**src/rtl/multi_edge_debounce.sv**
```systemverilog
// N-channel synchronise + consecutive-sample debounce with registered rise/fall pulses and level.
// Define MULTI_EDGE_DEBOUNCE_REPEAT_EN to build per-channel auto-repeat on rise.
module multi_edge_debounce_lane #(
    parameter int DEBOUNCE     = 1024,
    parameter int REPEAT_DELAY = 8192,
    parameter int REPEAT_RATE  = 2048
) (
    input  logic clock,
    input  logic reset,
    input  logic raw_i,
    output logic level_o,
    output logic rise_o,
    output logic fall_o
);
    localparam int CW = $clog2(DEBOUNCE) + 1;

    logic          s1_q, s_q;
    logic [CW-1:0] cnt_q, cnt_d;
    logic          level_q, level_d;
    logic          rise_q, rise_d;
    logic          fall_q, fall_d;
    logic          frise;

    // Any sample matching the accepted level restarts the filter count.
    always_comb begin
        level_d = level_q;
        cnt_d   = '0;
        frise   = 1'b0;
        fall_d  = 1'b0;
        if (s_q != level_q) begin
            if (cnt_q == CW'(DEBOUNCE - 1)) begin
                level_d = s_q;
                frise   = s_q;
                fall_d  = ~s_q;
            end else begin
                cnt_d = cnt_q + 1'b1;
            end
        end
    end

`ifdef MULTI_EDGE_DEBOUNCE_REPEAT_EN
    localparam int RMAX = (REPEAT_DELAY > REPEAT_RATE) ? REPEAT_DELAY : REPEAT_RATE;
    localparam int RW   = $clog2(RMAX) + 1;

    logic [RW-1:0] rcnt_q, rcnt_d;
    logic          rptd_q, rptd_d;
    logic          rep_fire;

    // rcnt counts cycles since the last rise pulse; rptd_q selects delay vs rate.
    always_comb begin
        rep_fire = 1'b0;
        if (level_q && !fall_d)
            rep_fire = rptd_q ? (rcnt_q == RW'(REPEAT_RATE - 1))
                              : (rcnt_q == RW'(REPEAT_DELAY - 1));
        rise_d = frise | rep_fire;
        rcnt_d = (!level_d || rise_d) ? '0 : rcnt_q + 1'b1;
        rptd_d = level_d & (rptd_q | rep_fire);
    end

    always_ff @(posedge clock or negedge reset) begin
        if (!reset) begin
            rcnt_q <= '0;
            rptd_q <= 1'b0;
        end else begin
            rcnt_q <= rcnt_d;
            rptd_q <= rptd_d;
        end
    end
`else
    assign rise_d = frise;
`endif

    always_ff @(posedge clock or negedge reset) begin
        if (!reset) begin
            s1_q    <= 1'b0;
            s_q     <= 1'b0;
            cnt_q   <= '0;
            level_q <= 1'b0;
            rise_q  <= 1'b0;
            fall_q  <= 1'b0;
        end else begin
            s1_q    <= raw_i;
            s_q     <= s1_q;
            cnt_q   <= cnt_d;
            level_q <= level_d;
            rise_q  <= rise_d;
            fall_q  <= fall_d;
        end
    end

    assign level_o = level_q;
    assign rise_o  = rise_q;
    assign fall_o  = fall_q;
endmodule

module multi_edge_debounce #(
    parameter int N            = 4,
    parameter int DEBOUNCE     = 1024,
    parameter int REPEAT_DELAY = 8192,
    parameter int REPEAT_RATE  = 2048
) (
    input  logic         clock,
    input  logic         reset,
    input  logic [N-1:0] in,
    output logic [N-1:0] level,
    output logic [N-1:0] rise,
    output logic [N-1:0] fall,
    output logic         any_edge
);
    multi_edge_debounce_lane #(
        .DEBOUNCE    (DEBOUNCE),
        .REPEAT_DELAY(REPEAT_DELAY),
        .REPEAT_RATE (REPEAT_RATE)
    ) u_lane [N-1:0] (
        .clock  (clock),
        .reset  (reset),
        .raw_i  (in),
        .level_o(level),
        .rise_o (rise),
        .fall_o (fall)
    );

    assign any_edge = |{rise, fall};
endmodule
```
**config.mk**
```make
export PLATFORM = sky130hd
export DESIGN_NAME = multi_edge_debounce
export DESIGN_NICKNAME = d
export VERILOG_FILES = /design/src/rtl/multi_edge_debounce.sv
export SDC_FILE = /design/constraint.sdc
export NUM_CORES = 1
export LEC_CHECK = 0
export ABC_AREA = 1
export CAP_MARGIN = 20
export CORE_MARGIN = 1
export CORE_UTILIZATION = 29
export CTS_BUF_LIST = sky130_fd_sc_hd__clkbuf_16
export DETAILED_ROUTE_END_ITERATION = 12
export DONT_BUFFER_PORTS = 1
export GPL_ROUTABILITY_DRIVEN = 0
export GPL_TIMING_DRIVEN = 0
export HOLD_SLACK_MARGIN = 0.02
export PLACE_DENSITY_LB_ADDON = 0.3
export SYNTH_ARGS = -nofsm -noshare
export SYNTH_HDL_FRONTEND = slang
export SYNTH_SLANG_ARGS = --single-unit
```
**constraint.sdc**
```tcl
create_clock -name clock -period 1.3 [get_ports clock]
set_clock_uncertainty 0.1 [all_clocks]
set_input_delay 0.39 -clock clock [delete_from_list [all_inputs] [get_ports clock]]
set_output_delay 0.39 -clock clock [all_outputs]
set_load 0.01 [all_outputs]
```
==> results.cfg <==
[logic_synthesis]
synth_area_sq_um = 2950
synth-edff-count = 0
netlist_instances = 332
yosys.area_share.simple_pct = 28.2
synth_fa_ha_area_share_pct = 1.69
synth_fp_nets = 342
synth-xor-area-share_pct = 2.08
synth-compound-area-share_pct = 4.83
async_reset_ff_share_pct = 100
synth_top_family_by_area = simple AND/OR/NAND/NOR gates
yosysWarningCount = 0
ys_types = 29
synth_ff_type = dfrtp_1
avgSynthCellArea_sq_um = 8.90
synth_mux_area_share_pct = 0
ys_seq_area_share_pct = 54.2
ys_seq_elements = 64

[placed_design]
dp_hpwl_um = 3610
port_buffers = 0
place_ws_ns = -0.262

[detailed_routing]
drtAntennaViolNets = 0
routedWlPerCell_um = 12.0
first_pass_iters = 4
vias_per_cell = 4.40
vias = 2290
drt_iter0_drc = 37
totalWireLength_um = 6240
drc = 0

[clocking]
clk_pin_slew_ns = 0.05
cts_buffers = 9
cts_tree = yes
cts.sinks = 64
cts-root-buf = clkbuf_16
cts_hold_buf = 4
clock_path_buffers = 2
h-tree-depth = 3
insertion_delay_ns = 0.33

[floorplanning]
dieArea_sq_um = 10600
die_w_um = 103
start_util_pct = 30.1
coreArea_sq_um = 9820
die_y_um = 103
num_io_pins = 19
rows = 36

[setup_path]
critPathBufInv = 0
critPathMaxFanout = 2
cp.required_ns = 0.81
critPathMaxStageDelay_ns = 0.39
crit_cells = 2
critPathArrivalTime_ns = 1.13
cp-end-kind = primary output
worst_setup_path_start_kind = flip-flop
worstPathCellList = nor4_2, nand2_1
cp_slowest_cell = dfrtp_1
rr_worst_depth = 6
path_class = reg -> out
critPathTopFamily = simple AND/OR/NAND/NOR gates

[grt]
grt_pass1_vias = 2140
antenna_found_initial = 0
grt_max_degree = 65
gr-usage-all-layers_pct = 12.2
grt_pass1_wl_um = 9530
grt_remaining_overflow = 0

[timing]
slew_headroom_pct = 79.7
hold_ws_ns = -0.347
finalSetupViolations = 54
rsz0062_at_grt = yes
finalMaxSlewViolations = 0
tightestPinTransition_ns = 0.304
worst_slack_ns = -0.323
min_period_ns = 1.62
finalHoldViolations = 64
max_freq_mhz = 616
period_share_pct = 125

[run_status]
violations = negative hold slack, negative setup slack
status = finished with violations

[pwr]
ir_drop_mv = 0.534
p_leak_nw = 1.88
total_power_mw = 4.77
power_density_nw_per_um2 = 1140

[cells_and_area]
n_antenna_cell = 0
layout_common_cells = 60 x dfrtp_1, 44 x nand2_1, 42 x nor2_1, 42 x inv_1, 24 x buf_6
final_common_cell = dfrtp_1
drive_gt1_share_pct = 39.0
syn2layout_area_growth_pct = 42.2
fin_nets = 393

[run]
drv_cap = 0

[hold_path]
min_path_type = in -> async
area by class of cell:
| cell class | instances | area, sq um |
|---|---|---|
| well taps | 133 | 166 |
| clock inverters | 6 | 76.3 |
| plain buffers | 12 | 135 |
| multi-input cells | 209 | 1440 |
| fillers | 968 | 5620 |
| inverters | 47 | 179 |
| flip-flops and latches | 64 | 1610 |
| repair buffers | 40 | 368 |
| clock buffers | 9 | 225 |
where the power goes:
group	leakage, nW	switching (mW)	internal, mW
sequential	0.859	0.0407	2.04
combinational	0.868	0.115	0.102
clock	0.152	0.833	1.64
total	1.88	0.989	3.78
Yosys cell counts, types with 3 or more instances:
| master | count | area, sq um |
|---|---|---|
| a21oi_1 | 10 | 50.1 |
| nor2_1 | 64 | 240 |
| nand2_1 | 56 | 210 |
| xnor2_1 | 5 | 43.8 |
| dfrtp_1 | 64 | 1600 |
| nand4_1 | 7 | 43.8 |
| nor3b_1 | 3 | 22.5 |
| ha_1 | 4 | 50.1 |
| nand3_2 | 4 | 40.0 |
| buf_4 | 12 | 90.1 |
| o21ai_0 | 6 | 30.0 |
| nor2_4 | 4 | 45.0 |
| nor3_1 | 9 | 45.0 |
| nand2_2 | 3 | 18.8 |
| nor2_2 | 3 | 18.8 |
| nand3_1 | 13 | 65.1 |
| inv_1 | 47 | 176 |
worst paths after layout:
| check | from | endpoint | slack (ns) |
|---|---|---|---|
| min in group clock | u_lane[3].s1_q$_DFF_PN0_ | u_lane[3].s_q$_DFF_PN0_ | 0.24 |
| max reg2reg | u_lane[3].cnt_q[0]$_DFF_PN0_ | u_lane[3].cnt_q[0]$_DFF_PN0_ | -0.12 |
| min reg2reg | u_lane[3].s1_q$_DFF_PN0_ | u_lane[3].s_q$_DFF_PN0_ | 0.24 |
| max in group asynchronous | reset | u_lane[3].cnt_q[0]$_DFF_PN0_ | 1.33 |
| max | u_lane[0].fall_o$_DFF_PN0_ | any_edge | -0.32 |
| min | reset | u_lane[2].cnt_q[9]$_DFF_PN0_ | -0.35 |
sequential cells by signal, summed over array words and instances, names as in the netlist:
register / cells
u_lane.s1_q: 4
u_lane.s_q: 4
u_lane.level_o: 4
u_lane.rise_o: 4
u_lane.cnt_q: 44
u_lane.fall_o: 4
per-layer routing:
metal / vias to the layer above / track usage, % / part of all wire [%]
met1: 1103 / 14.6 / 43
met2: 40 / 19.3 / 50
met3: 10 / 4.47 / 4.9
met4: 0 / 6.50 / 1.9
met5: - / 0 / 0
li1: 1137 / - / -
per-stage QoR:
step | area, sq um | instances | setup TNS, ns | util, %
2_1_floorplan | 2970 | 332 | -0.637 | -
3_3_place_gp | 3140 | 465 | -4.53 | 32.0
3_5_place_dp | 3140 | 465 | -5.15 | 32.0
4_1_cts | 3780 | 503 | -2.99 | 38.5
5_1_grt | 4200 | 520 | -8.48 | 42.8
6_report | 4200 | 520 | -4.24 | 42.8
timing repair:
action,CTS,global route
endpoints found under the hold margin,68,64
buffers inserted,19,19
setup endpoints to repair,58,64
pin swaps,22,23
resized for setup,42,74
kinds of logic (layout without fill, tap and decap cells):
logic type | Yosys count | in the layout
AO/OA/AOI/OAI | 25 | 25
XOR/XNOR | 7 | 7
adder cells (fa/ha/maj) | 4 | 4
buffers and inverters | 59 | 114
flip-flops | 64 | 64
AND/OR/NAND/NOR | 173 | 173
Note: power is estimated with default switching activity, not from simulation.
